$ cat src/rtl/program_memory_loader_if.sv
// Byte-stream input and program-memory write bus of the program memory loader.
// master: the loader; slave: the host link and memory side.
interface program_memory_loader_if #(
  parameter int DATA_WIDTH = 32
);
  logic [7:0]            ByteIn;
  logic                  ByteValid;
  logic                  ByteReady;
  logic                  MemWrite;
  logic [DATA_WIDTH-1:0] MemAddress;
  logic [DATA_WIDTH-1:0] MemWriteData;

  modport master (
    input  ByteIn, ByteValid,
    output ByteReady, MemWrite, MemAddress, MemWriteData
  );

  modport slave (
    output ByteIn, ByteValid,
    input  ByteReady, MemWrite, MemAddress, MemWriteData
  );
endinterface

$ cat src/rtl/program_memory_loader.sv
// Assembles a big-endian byte stream into 32-bit words and writes them to program memory.
// Optional trailing checksum byte is enabled by the macro LOADER_CHECKSUM_EN.
module program_memory_loader #(
  parameter int                    MEMORY_DEPTH = 32,
  parameter int                    DATA_WIDTH   = 32,
  parameter logic [DATA_WIDTH-1:0] BASE_ADDRESS = 32'h00400000,
  localparam int                   CW           = $clog2(MEMORY_DEPTH) + 1
) (
  input  logic                     clk,
  input  logic                     reset,
  input  logic                     Start,
  input  logic [CW-1:0]            WordCount,
  program_memory_loader_if.master  bus,
  output logic                     Busy,
  output logic                     Done,
  output logic                     Error,
  output logic [CW-1:0]            WordsWritten
);

  localparam logic [2:0] S_IDLE    = 3'd0;
  localparam logic [2:0] S_COLLECT = 3'd1;
  localparam logic [2:0] S_WRITE   = 3'd2;
  localparam logic [2:0] S_DONE    = 3'd3;
  localparam logic [2:0] S_CHECK   = 3'd4;

  localparam logic [CW-1:0] DEPTH_W = CW'(MEMORY_DEPTH);

  logic [2:0]             state_q, state_d;
  logic [1:0]             byte_cnt_q, byte_cnt_d;
  logic [DATA_WIDTH-9:0]  asm_q, asm_d;
  logic [CW-1:0]          words_q, words_d;
  logic [CW-1:0]          count_q, count_d;
  logic                   busy_q, busy_d;
  logic                   byte_ready_q, byte_ready_d;
  logic                   mem_write_q, mem_write_d;
  logic [DATA_WIDTH-1:0]  mem_address_q, mem_address_d;
  logic [DATA_WIDTH-1:0]  mem_write_data_q, mem_write_data_d;
  logic                   done_q, done_d;
  logic                   error_q, error_d;
`ifdef LOADER_CHECKSUM_EN
  logic [7:0]             acc_q, acc_d;
  logic [7:0]             check_sum;
`endif

  logic          byte_xfer;
  logic [CW-1:0] words_inc;

  assign byte_xfer = bus.ByteValid && byte_ready_q;
  assign words_inc = words_q + CW'(1);
`ifdef LOADER_CHECKSUM_EN
  assign check_sum = acc_q + bus.ByteIn;
`endif

  always_comb begin
    state_d          = state_q;
    byte_cnt_d       = byte_cnt_q;
    asm_d            = asm_q;
    words_d          = words_q;
    count_d          = count_q;
    busy_d           = busy_q;
    byte_ready_d     = byte_ready_q;
    mem_write_d      = 1'b0;
    mem_address_d    = mem_address_q;
    mem_write_data_d = mem_write_data_q;
    done_d           = 1'b0;
    error_d          = error_q;
`ifdef LOADER_CHECKSUM_EN
    acc_d            = acc_q;
`endif

    case (state_q)
      S_IDLE: begin
        if (Start) begin
          if (WordCount == '0 || WordCount > DEPTH_W) begin
            error_d = 1'b1;
          end else begin
            count_d      = WordCount;
            error_d      = 1'b0;
            words_d      = '0;
            byte_cnt_d   = '0;
            asm_d        = '0;
            busy_d       = 1'b1;
            byte_ready_d = 1'b1;
            state_d      = S_COLLECT;
`ifdef LOADER_CHECKSUM_EN
            acc_d        = '0;
`endif
          end
        end
      end

      S_COLLECT: begin
        if (byte_xfer) begin
          // Earlier bytes move up, so the first byte ends in bits 31:24.
          asm_d      = {asm_q[DATA_WIDTH-17:0], bus.ByteIn};
          byte_cnt_d = byte_cnt_q + 2'd1;
`ifdef LOADER_CHECKSUM_EN
          acc_d      = check_sum;
`endif
          if (byte_cnt_q == 2'd3) begin
            state_d          = S_WRITE;
            byte_ready_d     = 1'b0;
            mem_write_d      = 1'b1;
            mem_address_d    = BASE_ADDRESS + (DATA_WIDTH'(words_q) << 2);
            mem_write_data_d = {asm_q, bus.ByteIn};
          end
        end
      end

      S_WRITE: begin
        words_d = words_inc;
        if (words_inc == count_q) begin
`ifdef LOADER_CHECKSUM_EN
          state_d      = S_CHECK;
          byte_ready_d = 1'b1;
`else
          state_d      = S_DONE;
          busy_d       = 1'b0;
          done_d       = 1'b1;
`endif
        end else begin
          state_d      = S_COLLECT;
          byte_ready_d = 1'b1;
        end
      end

`ifdef LOADER_CHECKSUM_EN
      S_CHECK: begin
        if (byte_xfer) begin
          // Words already written stay in memory even on a bad checksum.
          if (check_sum != 8'd0) error_d = 1'b1;
          byte_ready_d = 1'b0;
          busy_d       = 1'b0;
          done_d       = 1'b1;
          state_d      = S_DONE;
        end
      end
`endif

      S_DONE: begin
        state_d = S_IDLE;
      end

      default: begin
        state_d      = S_IDLE;
        busy_d       = 1'b0;
        byte_ready_d = 1'b0;
      end
    endcase
  end

  always_ff @(posedge clk or negedge reset) begin
    if (!reset) begin
      state_q          <= S_IDLE;
      byte_cnt_q       <= '0;
      asm_q            <= '0;
      words_q          <= '0;
      count_q          <= '0;
      busy_q           <= 1'b0;
      byte_ready_q     <= 1'b0;
      mem_write_q      <= 1'b0;
      mem_address_q    <= '0;
      mem_write_data_q <= '0;
      done_q           <= 1'b0;
      error_q          <= 1'b0;
`ifdef LOADER_CHECKSUM_EN
      acc_q            <= '0;
`endif
    end else begin
      state_q          <= state_d;
      byte_cnt_q       <= byte_cnt_d;
      asm_q            <= asm_d;
      words_q          <= words_d;
      count_q          <= count_d;
      busy_q           <= busy_d;
      byte_ready_q     <= byte_ready_d;
      mem_write_q      <= mem_write_d;
      mem_address_q    <= mem_address_d;
      mem_write_data_q <= mem_write_data_d;
      done_q           <= done_d;
      error_q          <= error_d;
`ifdef LOADER_CHECKSUM_EN
      acc_q            <= acc_d;
`endif
    end
  end

  assign bus.ByteReady    = byte_ready_q;
  assign bus.MemWrite     = mem_write_q;
  assign bus.MemAddress   = mem_address_q;
  assign bus.MemWriteData = mem_write_data_q;
  assign Busy             = busy_q;
  assign Done             = done_q;
  assign Error            = error_q;
  assign WordsWritten     = words_q;

endmodule

$ cat src/flat_wrapper.sv
// flat-port wrapper written by rule: the top's interface ports become plain ports
module program_memory_loader_flat 
#(
  parameter int                    MEMORY_DEPTH = 32,
  parameter int                    DATA_WIDTH   = 32,
  parameter logic [DATA_WIDTH-1:0] BASE_ADDRESS = 32'h00400000,
  localparam int                   CW           = $clog2(MEMORY_DEPTH) + 1
)
  (clk, reset, Start, WordCount, Busy, Done, Error, WordsWritten, bus_ByteIn, bus_ByteValid, bus_ByteReady, bus_MemWrite, bus_MemAddress, bus_MemWriteData);
  program_memory_loader_if #(.DATA_WIDTH(DATA_WIDTH)) bus_i ();
  input  logic clk;
  input  logic reset;
  input  logic Start;
  input  logic [CW-1:0] WordCount;
  output logic Busy;
  output logic Done;
  output logic Error;
  output logic [CW-1:0] WordsWritten;
  input wire logic [$bits(bus_i.ByteIn)-1:0] bus_ByteIn;
  input wire logic [$bits(bus_i.ByteValid)-1:0] bus_ByteValid;
  output wire logic [$bits(bus_i.ByteReady)-1:0] bus_ByteReady;
  output wire logic [$bits(bus_i.MemWrite)-1:0] bus_MemWrite;
  output wire logic [$bits(bus_i.MemAddress)-1:0] bus_MemAddress;
  output wire logic [$bits(bus_i.MemWriteData)-1:0] bus_MemWriteData;
  assign bus_i.ByteIn = bus_ByteIn;
  assign bus_i.ByteValid = bus_ByteValid;
  assign bus_ByteReady = bus_i.ByteReady;
  assign bus_MemWrite = bus_i.MemWrite;
  assign bus_MemAddress = bus_i.MemAddress;
  assign bus_MemWriteData = bus_i.MemWriteData;
  program_memory_loader #(.MEMORY_DEPTH(MEMORY_DEPTH), .DATA_WIDTH(DATA_WIDTH), .BASE_ADDRESS(BASE_ADDRESS)) u_core (.clk(clk), .reset(reset), .Start(Start), .WordCount(WordCount), .bus(bus_i), .Busy(Busy), .Done(Done), .Error(Error), .WordsWritten(WordsWritten));
endmodule
$ cat config.mk
export PLATFORM = sky130hd
export DESIGN_NAME = program_memory_loader_flat
export DESIGN_NICKNAME = d
export VERILOG_FILES = /design/src/rtl/program_memory_loader_if.sv /design/src/rtl/program_memory_loader.sv /design/src/flat_wrapper.sv
export SDC_FILE = /design/constraint.sdc
export NUM_CORES = 1
export LEC_CHECK = 0
export CAP_MARGIN = 20
export CORE_MARGIN = 2
export CORE_UTILIZATION = 31
export DETAILED_ROUTE_END_ITERATION = 10
export SLEW_MARGIN = 30
export SYNTH_ARGS = -nofsm -noshare
export SYNTH_HDL_FRONTEND = slang
export SYNTH_SLANG_ARGS = --single-unit
$ cat constraint.sdc
create_clock -name clk -period 1.7 [get_ports clk]
set_input_delay 0.17 -clock clk [delete_from_list [all_inputs] [get_ports clk]]
set_output_delay 0.17 -clock clk [all_outputs]
set_load 0.02 [all_outputs]
==> results of run 1 <==
-- state kept, by name (all words and copies together), names as in the netlist --
name	flops
u_core.Error	1
u_core.count_q	6
u_core.bus.MemWrite	1
u_core.WordsWritten	6
u_core.bus.MemWriteData	32
u_core.bus.MemAddress	7
u_core.state_q	2
u_core.Busy	1
u_core.Done	1
u_core.asm_q	24
u_core.byte_cnt_q	2
u_core.bus.ByteReady	1
-- power groups by stage --
stage	combinational (µW)	clock, µW	sequential (µW)
global route	3460	2160	3400
CTS	3330	2060	3280
global placement	2930	0	3290
detailed placement	2990	0	3310
finish	3200	2010	3290
floorplan	1330	0	3710
-- logic make-up after synthesis --
kind of cell	count (synthesis)	synth area share [%]
and+or+nand+nor	34	4.93
DFF	84	60.0
muxes	43	13.8
xor gates and xnor gates	9	2.25
AOI/OAI and AO/OA	44	10.2
adders and majority gates	2	0.714
other	1	0.107
buffers and inverters	43	7.97
-- layer usage --
layer / global-route usage, % / vias to the layer above / routed length (µm)
li1: - / 1058 / -
met1: 16.6 / 1171 / 3190
met2: 20.7 / 62 / 3500
met3: 3.06 / 9 / 366
met4: 4.82 / 0 / 104
met5: 0 / - / 0
-- cells in the mapped netlist (all sizes together), types with 2 or more instances --
cell type	number
nand2	11
nor3	4
a22o	25
o21ai	6
inv	7
nor2b	2
buf	29
clkbuf	7
mux2	42
xnor2	7
o22ai	2
nand3	5
nand2b	2
o21a	3
ha	2
dfrtp	84
nor2	5
xor2	2
-- area by class of cell --
| cell class | count | area [µm²] |
|---|---|---|
| flip-flops and latches | 84 | 2100 |
| clock buffers | 9 | 225 |
| inverters | 7 | 26.3 |
| multi-input cells | 157 | 1240 |
| repair buffers | 93 | 958 |
| well taps | 140 | 175 |
| fillers | 1028 | 6130 |
| clock inverters | 7 | 83.8 |
-- worst min path at each step --
stage	from	endpoint	slack, ps	depth (start not counted)
2_1_floorplan	reset	u_core.Busy	-130	0
3_3_place_gp	reset	u_core.bus.MemWriteData[30]	170	1
3_5_place_dp	reset	u_core.bus.MemWriteData[30]	170	1
4_1_cts	WordCount[3]	u_core.count_q[3]	80	2
5_1_grt	WordCount[3]	u_core.count_q[3]	50	2
6_report	WordCount[3]	u_core.count_q[3]	70	2
-- worst max-delay path: stages --
cell and delay [ps]:
buf_6 90, or4_4 520, o21a_1 190, or2_1 220, a221o_2 420, buf_12 160, buf_16 120, a22o_1 190
-- timing repair --
| action | in CTS | in global routing |
|---|---|---|
| hold endpoints to repair | 36 | 0 |
| hold buffers | 1 | 0 |
| resized for setup | 22 | 9 |
| setup endpoints to repair | 41 | 39 |
| buffers inserted | 5 | 1 |
| gates cloned | 3 | 0 |
| pin swaps | 11 | 7 |
-- stage by stage --
stage               setup slack [ps]  setup TNS, ps  util, %  std cells  power, µW
floorplan                       -243          -6200        -        284       5040
global placement                -727         -26530     39.9        473       6220
detailed placement              -755         -27180     39.9        473       6300
CTS                             -208          -4330     44.1        498       8670
global route                    -246          -4310     44.0        497       9020
finish                          -177          -2520     44.0        497       8490
-- layout by cell type, fill, tap and decap left out, types with 5 or more instances in the layout --
master	n
inv_1	7
nand2_1	10
a22o_1	25
xnor2_1	7
buf_4	19
clkdlybuf4s50_1	58
mux2_2	41
clkbuf_16	9
dfrtp_1	83
conb_1	25
nand3_1	5
nor2_1	5
==> results.json, run 1 <==
{
  "status": "finished, violations left",
  "violations": "negative setup slack",
  "nets": 372,
  "clock.fmax_mhz": 533,
  "combPwrFrac_pct": 37.6,
  "routed_wirelength_um": 7150,
  "crit_required_ps": 1920,
  "p_leak_uw": 0.00232,
  "ant_nets": 0,
  "worst_skew_pair.late_latency_ps": 330,
  "synth_top_area_cell": "dfrtp_1",
  "synth_area_per_cell_um2": 13.5,
  "port_buffers": 67,
  "setup_viol": 26,
  "finalMaxSlewViolations": 0,
  "core_area_um2": 10900,
  "cts_buffers": 9,
  "drt_pass1_iterations": 4,
  "wl_per_cell_um": 14.4,
  "synth_area_um2": 3500,
  "setup_ws_ps": -177,
  "syn_inst": 260,
  "cts_tree": "done",
  "synth_flop_cell": "dfrtp_1",
  "cap_violations": 0,
  "root_buffer": "clkbuf_16",
  "synth_seq_cells": 84,
  "synth_edf_count": 0,
  "finalHoldWorstSlack_ps": 65.2,
  "r2r_start": "u_core.state_q[0]",
  "cts.sinks": 84,
  "yosysSeqAreaShare_pct": 60.0,
  "cp.arrival_ps": 2090,
  "endpoint_kind": "flip-flop",
  "hold_viol": 0,
  "gp_congestion": 0.718,
  "drive_gt1_share_pct": 26.9,
  "via_per_inst": 4.63,
  "synth_area_leaders": "dfrtp_1 60%, mux2_2 13%, a22o_1 6.3%",
  "fin_crit_sh_pct": 110,
  "finalClockSkew_ps": 7.48,
  "grt_usage_pct": 12.8,
  "start_util_pct": 32.0,
  "ys_warn_count": 0,
  "die_w_um": 110,
  "seqPwrFrac_pct": 38.8,
  "rsz0062_at_grt": "yes",
  "power_switching_uw": 2800,
  "pin_count": 93,
  "num_vias": 2300,
  "design_area_um2": 4810,
  "die_area_um2": 12200,
  "drc": 0,
  "p_per_area_nw_per_um2": 1770,
  "sw_frac_of_total_pct": 32.9,
  "r2r_cells": 6,
  "reg2reg_slack_ps": -60,
  "num_antenna_cells": 0,
  "power.share.clock_pct": 23.6,
  "async_flop_share_pct": 100,
  "area_growth_pct": 37.3,
  "place_area_um2": 4360,
  "min_period_ps": 1880,
  "criticalPathCategory": "input port to flip-flop",
  "die-height_um": 110,
  "htreeDepth": 3,
  "critPathMaxFanout": 6,
  "grt_pass1_wl_um": 11800,
  "path_clk_slew_ps": 60,
  "hp-class": "input port to flip-flop",
  "critical_path.startpoint": "WordCount[4]",
  "synth_cell_type_count": 38,
  "yosys.area.top_type_share_pct": 60.0,
  "vdd_drop_max_mv": 0.781,
  "crit_end": "u_core.asm_q[14]",
  "startpoint_type": "input port",
  "p_int_uw": 5700,
  "hpwl_um": 4810,
  "grt_max_degree": 46,
  "overflow": 0,
  "r2r_end": "u_core.asm_q[14]",
  "grt_pass1_vias": 2336,
  "drtIter0Drc": 61,
  "antenna_found_initial": 0,
  "core.rowCount": 38,
  "cts_buffer_depth": 2
}
Note: power is estimated with default switching activity, not from simulation.
==> inputs of run 2 (changes only) <==
Settings changed: SLEW_MARGIN 30 to 15.
Clock period 1.7 ns to 2.4 ns, I/O delays scaled along.
==> run 2 against run 1 <==
The run now ends clean; sequential power fell by 29%; clock power shrank 37%; non-clock buffer count down 16; die area unchanged; core utilization shrank 2.1 points; first-iteration DRC count down 6.6%; combinational power decreased by 36%; sequential cell count did not move; highest routed layer unchanged.
==> results.json, run 2 (synthesized netlist as in run 1, its figures left out) <==
{
  "status": "finished clean",
  "num_vias": 2208,
  "final_cell_mix": "84 x dfrtp_1, 66 x clkdlybuf4s50_1, 41 x mux2_2",
  "min_period_ps": 2160,
  "wl_per_cell_um": 14.3,
  "ant_nets": 0,
  "cts_tree": "done",
  "drt_pass1_iterations": 4,
  "cp.arrival_ps": 2380,
  "die_w_um": 110,
  "p_per_area_nw_per_um2": 1230,
  "pin_count": 93,
  "setup_ws_ps": 240,
  "cts_buffers": 9,
  "clock.fmax_mhz": 463,
  "hp-class": "input port to async pin",
  "startpoint_type": "input port",
  "nets": 356,
  "cpMaxStageDelayCell": "or4_4",
  "crit_chain": "clkdlybuf4s50_1 -> or4_4 -> o21a_1 -> or2_1 -> a221o_1 -> buf_12 -> a22o_1",
  "worst_skew_pair.late_latency_ps": 330,
  "core.rowCount": 38,
  "power_switching_uw": 1900,
  "worst_slew_pin_slew_ps": 543,
  "crit_family": "simple AND/OR/NAND/NOR gates",
  "start_util_pct": 32.0,
  "sw_frac_of_total_pct": 33.5,
  "combPwrFrac_pct": 36.1,
  "cap_violations": 0,
  "fin_setup_tns_ps": 0,
  "die-height_um": 110,
  "finalClockSkew_ps": 4.48,
  "htreeDepth": 3,
  "place_area_um2": 4300,
  "rsz0062_at_grt": "no",
  "cts-resized-gates": 0,
  "hpwl_um": 4800,
  "num_antenna_cells": 0,
  "setup_viol": 0,
  "total_power_uw": 5650,
  "antenna_found_initial": 0,
  "grt_usage_pct": 12.1,
  "dpl_worst_slack_ps": -103,
  "r2r_end": "u_core.bus.ByteReady",
  "drc": 0,
  "reg2reg_slack_ps": 570,
  "path_clk_slew_ps": 60,
  "cts_buffer_depth": 2,
  "grt_pass1_vias": 2215,
  "largest_register_ffs": 32,
  "area_growth_pct": 30.8,
  "slew_headroom_pct": 63.8,
  "cpPeakStageDelay_ps": 540,
  "via_per_inst": 4.60,
  "power.share.clock_pct": 22.4,
  "drive_gt1_share_pct": 21.2,
  "overflow": 0,
  "finalMaxSlewViolations": 0,
  "criticalPathCategory": "input port to flip-flop",
  "critPathMaxFanout": 24,
  "routed_wirelength_um": 6860,
  "p_leak_uw": 0.00213,
  "r2r_start": "u_core.WordsWritten[0]",
  "die_area_um2": 12200,
  "crit_required_ps": 2620,
  "core_area_um2": 10900,
  "vdd_drop_max_mv": 0.490,
  "grt_pass1_wl_um": 11200,
  "gp_congestion": 0.697,
  "seqPwrFrac_pct": 41.4,
  "r2r_cells": 6,
  "design_area_um2": 4580,
  "drtIter0Drc": 57,
  "grt_max_degree": 44,
  "endpoint_kind": "flip-flop",
  "cts.sinks": 84,
  "final_common_cell": "dfrtp_1",
  "hold_viol": 0,
  "critPathBufInv": 2,
  "port_buffers": 67,
  "p_int_uw": 3760,
  "root_buffer": "clkbuf_16",
  "fin_crit_sh_pct": 90.0
}
-- run 2: cell types whose count changed in the layout (fill, tap and decap cells not counted), moves of 2 or more --
cell / change
buf_16: -2
clkinvlp_4: +2
dlymetal6s2s_1: -4
buf_6: -4
buf_4: -12
clkdlybuf4s50_1: +8
-- run 2: power groups by stage --
stage / Combinational, µW / Sequential, µW / Clock (µW)
after CTS: 2070 / 2350 / 1320
after detailed placement: 2060 / 2370 / 0
after floorplan: 933 / 2630 / 0
after global routing: 2220 / 2430 / 1370
after global placement: 2020 / 2350 / 0
final: 2040 / 2340 / 1270
-- run 2: how the worst max path moves through the flow --
stage          cells after the start  slack (ps)    startpoint          endpoint
2_1_floorplan                      7         390  WordCount[0]  u_core.asm_q[10]
3_3_place_gp                       7         -80  WordCount[0]  u_core.asm_q[13]
3_5_place_dp                       7        -100  WordCount[0]  u_core.asm_q[14]
4_1_cts                            7         250  WordCount[0]  u_core.asm_q[19]
5_1_grt                            7         180  WordCount[0]  u_core.asm_q[19]
6_report                           7         240  WordCount[0]  u_core.asm_q[19]
-- run 2: per-layer routing --
layer | global-route usage (%) | share of wire [%] | routed length [µm]
met2 | 19.8 | 48 | 3310
met3 | 4.64 | 6.5 | 445
met4 | 3.57 | 1.1 | 77
met1 | 15.0 | 44 | 3030
met5 | 0 | 0 | 0
-- run 2: timing repair --
| action | 4_1_cts | 5_1_grt |
|---|---|---|
| hold buffers | 1 | 0 |
| hold endpoints to repair | 41 | 0 |
| buffers inserted | 0 | 0 |
| endpoints found under the setup margin | 0 | 0 |
-- run 2: cell type report --
class / count / area, µm²
fill: 1051 / 6350
sequential: 84 / 2100
multi-input combinational: 157 / 1220
timing repair buffer: 77 / 783
clock buffer: 9 / 225
tap: 140 / 175
clock inverter: 6 / 48.8
inverter: 7 / 26.3
-- run 2: metrics by stage --
stage | utilization (%) | hold slack (ps) | instances
floorplan | - | -55.6 | 284
global placement | 39.3 | 260 | 464
detailed placement | 39.3 | 268 | 464
CTS | 41.9 | 452 | 480
global route | 41.9 | 496 | 480
finish | 41.9 | 440 | 480
==> inputs of run 3 (changes only) <==
Settings changed: SKIP_CTS_REPAIR_TIMING set to 1.
==> results of run 3 <==
No change in the layout: final DEF, timing and power equal those of run 2.
==> RTL change 1, RTL diff (settings of run 1) <==
`MEMORY_DEPTH` is set to 32 in 2 places; all go to 128.
--- a/src/rtl/program_memory_loader.sv
+++ b/src/rtl/program_memory_loader.sv
@@ -2,5 +2,5 @@
 // Optional trailing checksum byte is enabled by the macro LOADER_CHECKSUM_EN.
 module program_memory_loader #(
-  parameter int                    MEMORY_DEPTH = 32,
+  parameter int                    MEMORY_DEPTH = 128,
   parameter int                    DATA_WIDTH   = 32,
   parameter logic [DATA_WIDTH-1:0] BASE_ADDRESS = 32'h00400000,
--- a/src/flat_wrapper.sv
+++ b/src/flat_wrapper.sv
@@ -2,5 +2,5 @@
 module program_memory_loader_flat 
 #(
-  parameter int                    MEMORY_DEPTH = 32,
+  parameter int                    MEMORY_DEPTH = 128,
   parameter int                    DATA_WIDTH   = 32,
   parameter logic [DATA_WIDTH-1:0] BASE_ADDRESS = 32'h00400000,
Ports: changed (resized WordCount and WordsWritten); port bits go from 93 to 97. The function was not compared with the original's and may differ.
==> RTL change 1 against run 1 <==
  * Sequential cell count grew 6
  * Setup slack gained 0.14 ns
  * Critical path type is now flop to flop
  * Power grew 17%
  * Synthesized area grew 13%
  * Non-clock buffer count grew 19
  * Final area grew 15%
  * Routed wire length grew 27%
  * The run still ends with negative setup slack left
  * Clock power shrank 2%
==> RTL change 1: results (changes against run 1) <==
[detailed_routing]
post_drt_wl_per_cell_um=15.6  ; +8.3%
first_pass_iters=4  ; unchanged
vias_per_cell=4.73  ; +2.2%
via_count=2756  ; +20%

[outcome]
run_status=complete, but fails checks
violated_checks=negative setup slack

[worst_setup_path]
crit_family=flip-flops
cpPeakStageDelay_ns=0.44  ; -0.08 ns
timing.critical_path.arrival_ns=2.02  ; -0.07 ns
critical_path.slowest_cell=sky130_fd_sc_hd__dfrtp_2
reg2regPathDepth=7  ; +1
r2r-start=u_core.WordsWritten[1]$_DFFE_PN0P_
worstSetupStartpoint=u_core.WordsWritten[1]$_DFFE_PN0P_

[sta]
hold_slack_ns=0.133  ; +0.0678 ns
timing.setup.tns_ns=-0.0962  ; +2.43 ns
fin_ws_ns=-0.0411  ; +0.136 ns
report.final.setup_viol=3  ; -88%
clock-skew-final_ns=0.00675  ; -0.000733 ns

[placed_design]
dp.final_hpwl_um=6120  ; +27%
place.port_buffers=73  ; +9.0%
number_of_placed_instances_with_taps_included=557  ; +18%
postPlaceCellArea_um2=5000  ; +15%
dp_worst_setup_slack_ns=-0.352  ; +0.403 ns

[power_and_ir_drop]
intPower_w=0.00640  ; +12%
sequential_cell_power_consumption_w=0.00375  ; +14%
design_power_total_w=0.00997  ; +17%
power.static_leakage_nw=2.57  ; +10%
irDropWorstVdd_mv=0.794  ; +1.7%
power-top-group=combinational cells
clockNetworkPower_w=0.00196  ; -2%

[yosys]
synthFlopType=sky130_fd_sc_hd__dfrtp_1
synth_cells=298  ; +15%
synth_cell_count_leaders=sky130_fd_sc_hd__dfrtp_1 (90), sky130_fd_sc_hd__mux2_2 (49), sky130_fd_sc_hd__buf_4 (28)
yosysSeqAreaShare=0.567  ; -0.0333
synth_seq_cells=90  ; +7.1%
ys_types=47  ; +24%

[worst_hold_path]
worstHoldStart=WordCount[0]

[global_route]
grt_util_all_layers=0.134  ; +0.00607
grt_pass1_vias=2702  ; +16%
wire_length_of_the_first_global_routing_pass_um=14100  ; +19%

[clock_network]
clkLatencyLatePin_ns=0.34

[layout]
n_fill_cell=1202  ; +17%
final_net_count=428  ; +15%
post_route_cells_drive_above_1_share=0.336  ; +0.0669

RTL change 1: path summary, 6_finish.rpt:
kind                                                          to
max reg2reg                        u_core.state_q[1]$_DFFE_PN0P_
min                                u_core.count_q[0]$_DFFE_PN0P_
min reg2reg                u_core.bus.MemAddress[22]$_DFFE_PN0P_
max in group asynchronous           u_core.asm_q[15]$_DFFE_PN0P_
min in group asynchronous   u_core.bus.MemAddress[5]$_DFFE_PN0P_
max                                u_core.state_q[1]$_DFFE_PN0P_
RTL change 1: cell type report:
| class | count | area, um^2 | area share |
|---|---|---|---|
| Clock buffer | 10 | 239 | 0.0433 |
| Clock inverter | 6 | 56.3 | 0.0102 |
| Inverter | 5 | 21.3 | 0.00385 |
| Multi-Input combinational cell | 188 | 1610 | 0.291 |
| Sequential cell | 90 | 2260 | 0.409 |
| Tap cell | 172 | 215 | 0.0390 |
| Timing Repair Buffer | 112 | 1120 | 0.203 |
RTL change 1: repair_timing:
action	CTS	global route
hold buffers	1	0
cloned	0	3
endpoints found under the setup margin	9	42
endpoints found under the hold margin	24	0
gates resized for setup	6	24
pin swaps	1	4
setup buffers	1	5
RTL change 1: routing by layer:
layer  wire [um]  vias to the layer above  part of all wire  track usage
met2        4360                       88              0.48        0.215
met5           0                        -                 0            0
met3         520                       11             0.057       0.0412
li1            -                     1253                 -            -
met1        4080                     1404              0.45        0.172
met4         116                        0             0.013       0.0471
RTL change 1: cells by family (layout without fill, tap and decap cells):
kind of cell | Yosys count | in the layout | synth area share
compound gates | 60 | 60 | 0.117
simple gates | 43 | 44 | 0.0718
flops | 90 | 90 | 0.567
fa+ha+maj | 2 | 2 | 0.00630
other cells | 1 | 23 | 0.000944
buf+inv | 43 | 133 | 0.0737
xor+xnor | 9 | 9 | 0.0217
mux | 50 | 50 | 0.142
==> RTL change 2, RTL diff (config.mk and constraints of run 1) <==
Made on the original files. `words_q`, `mem_address_q` and `mem_write_data_q` no longer have a reset.
--- a/src/rtl/program_memory_loader.sv
+++ b/src/rtl/program_memory_loader.sv
@@ -155,11 +155,8 @@
       byte_cnt_q       <= '0;
       asm_q            <= '0;
-      words_q          <= '0;
       count_q          <= '0;
       busy_q           <= 1'b0;
       byte_ready_q     <= 1'b0;
       mem_write_q      <= 1'b0;
-      mem_address_q    <= '0;
-      mem_write_data_q <= '0;
       done_q           <= 1'b0;
       error_q          <= 1'b0;
@@ -171,11 +168,8 @@
       byte_cnt_q       <= byte_cnt_d;
       asm_q            <= asm_d;
-      words_q          <= words_d;
       count_q          <= count_d;
       busy_q           <= busy_d;
       byte_ready_q     <= byte_ready_d;
       mem_write_q      <= mem_write_d;
-      mem_address_q    <= mem_address_d;
-      mem_write_data_q <= mem_write_data_d;
       done_q           <= done_d;
       error_q          <= error_d;
@@ -184,4 +178,10 @@
 `endif
     end
+  end
+
+  always_ff @(posedge clk) begin
+    words_q          <= words_d;
+    mem_address_q    <= mem_address_d;
+    mem_write_data_q <= mem_write_data_d;
   end
 
Behaviour: differs if reset is asserted again (counterexample within 10 cycles, from zero or initial values and one cycle with reset low); with reset held inactive, the same outputs for 10 cycles.
==> RTL change 2 against run 1 <==
  * The flow still finishes with violations (negative setup slack)
  * Synthesized cell count is 24% lower
  * Routed wire length is 13% lower
  * Clock skew is 0.0033 ns higher
  * Utilization is 0.77 points higher
  * Final area is 5.7% lower
  * Count of clock-buffer cells in the layout is 1 higher
  * Synthesized area is 8.9% lower
  * Setup slack worse by 0.014 ns
  * Via count is 18% lower
  * Sequential cell count is 1 lower
  * Critical path type is now flop to flop
Power is not compared: it rests on default switching activity, and its combinational part moved more than twofold at a synthesized area within 25%.
==> RTL change 2: results (changes against run 1) <==
[global_route]
grt_pass1_vias=1881  ; -19%
grt_start_max_net_pins=40  ; -13%
grtUsageMet3=0.0365  ; +0.00592
gr-usage-met2=0.184  ; -0.0229
wire_length_of_the_first_global_routing_pass_um=9850  ; -17%
grt.met1_usage=0.149  ; -0.0174
grt_util_all_layers=0.117  ; -0.0112

[placed_design]
dp.final_hpwl_um=4050  ; -16%
postPlaceCellArea_um2=4130  ; -5.4%
dp_worst_setup_slack_ns=-0.549  ; +0.206 ns
finalWeightedCongestion=0.718  ; about the same
place.port_buffers=66  ; -1.5%

[outcome]
run_status=complete, but fails checks
violated_checks=negative setup slack

[clock_network]
clkLatencyLatePin_ns=0.35  ; +0.02 ns
root_buffer_cell=sky130_fd_sc_hd__clkbuf_8

[yosys]
yosys-mux-area-fraction=0.0247  ; -0.113
yosysSeqAreaShare=0.720  ; +0.120
ys_types=33  ; -13%
synthXorXnorAreaFrac=0.0302  ; +0.00769
synth-adder-area-share=0.00784  ; +0.000698
async_flop_share=0.470  ; -0.530
synth_edf_count=44  ; +44

[detailed_routing]
dr.first_iter.drc_count=43  ; -30%
vias_per_cell=4.26  ; -8.0%
met2WireLength_um=2990  ; -15%
met3_wirelength_um=406  ; +11%
post_drt_wl_per_cell_um=14.0  ; -2.4%
met1_length_um=2750  ; -14%

[layout]
final_net_count=323  ; -13%
post_route_cells_drive_above_1_share=0.241  ; -0.0279
layout_commonest_cell=sky130_fd_sc_hd__clkdlybuf4s50_1

[worst_setup_path]
r2r_slack_ns=-0.19  ; -0.13 ns
timing.critical_path.arrival_ns=2.18  ; +0.09 ns
timing_worst_setup_path_type=flop to flop
worstSetupStartpoint=u_core.WordsWritten[1]$_SDFFCE_PN0P_
cpPeakStageDelay_ns=0.44  ; -0.08 ns
crit_fanout=4  ; -2
critical_path.slowest_cell=sky130_fd_sc_hd__edfxtp_1

[sta]
clock-skew-final_ns=0.0108  ; +0.00332 ns
report.final.setup_viol=14  ; -46%
hold_slack_ns=0.0816  ; +0.0164 ns
timing.setup.tns_ns=-1.01  ; +1.52 ns
fin_ws_ns=-0.191  ; -0.0137 ns

[RTL change 2: cell types whose count changed after synthesis, moves of 3 or more]
cell / before / now
sky130_fd_sc_hd__clkbuf_1: 7 / 2
sky130_fd_sc_hd__dfrtp_1: 84 / 39
sky130_fd_sc_hd__edfxtp_1: 0 / 44
sky130_fd_sc_hd__inv_1: 7 / 3
sky130_fd_sc_hd__mux2_2: 41 / 7
sky130_fd_sc_hd__nand2_1: 11 / 1
sky130_fd_sc_hd__nor3_1: 3 / 0
sky130_fd_sc_hd__xor2_1: 2 / 5
[RTL change 2: critical path: cells and delay by family, from the launching register on]
family	cells	cell delay, ns
simple gates	3	0.73
fa+ha+maj	1	0.21
buf+inv	1	0.18
flops	1	0.44
xor+xnor	2	0.26
[RTL change 2: repair_timing]
| item | 4_1_cts | 5_1_grt |
|---|---|---|
| endpoints found under the hold margin | 39 | 0 |
| setup endpoints to repair | 42 | 27 |
| pin swaps | 9 | 3 |
| setup buffers | 8 | 2 |
| hold buffers | 1 | 0 |
| resized for setup | 28 | 3 |
| gates cloned | 2 | 0 |
[RTL change 2: cell type report]
class,instances,area [um^2]
clock inverter,5,32.5
clock buffer,10,128
multi-input combinational,105,855
fill,904,5600
sequential,83,2300
timing repair buffer,101,1040
tap,136,170
inverter,3,11.3
[RTL change 2: logic make-up (layout without fill, tap and decap cells)]
family                   Yosys count  count (layout)
multiplexers                       7               7
AO/OA/AOI/OAI                     35              35
AND/OR/NAND/NOR                   24              24
other                              2              26
buffers and inverters             34             119
adder cells (fa/ha/maj)            2               2
flip-flops                        83              83
XOR/XNOR                          11              11
[RTL change 2: metrics by stage]
step                      cells  power, W
after floorplan             222   0.00349
after global placement      415   0.00377
after detailed placement    415   0.00381
after CTS                   441   0.00523
after global routing        443   0.00543
final                       443   0.00518
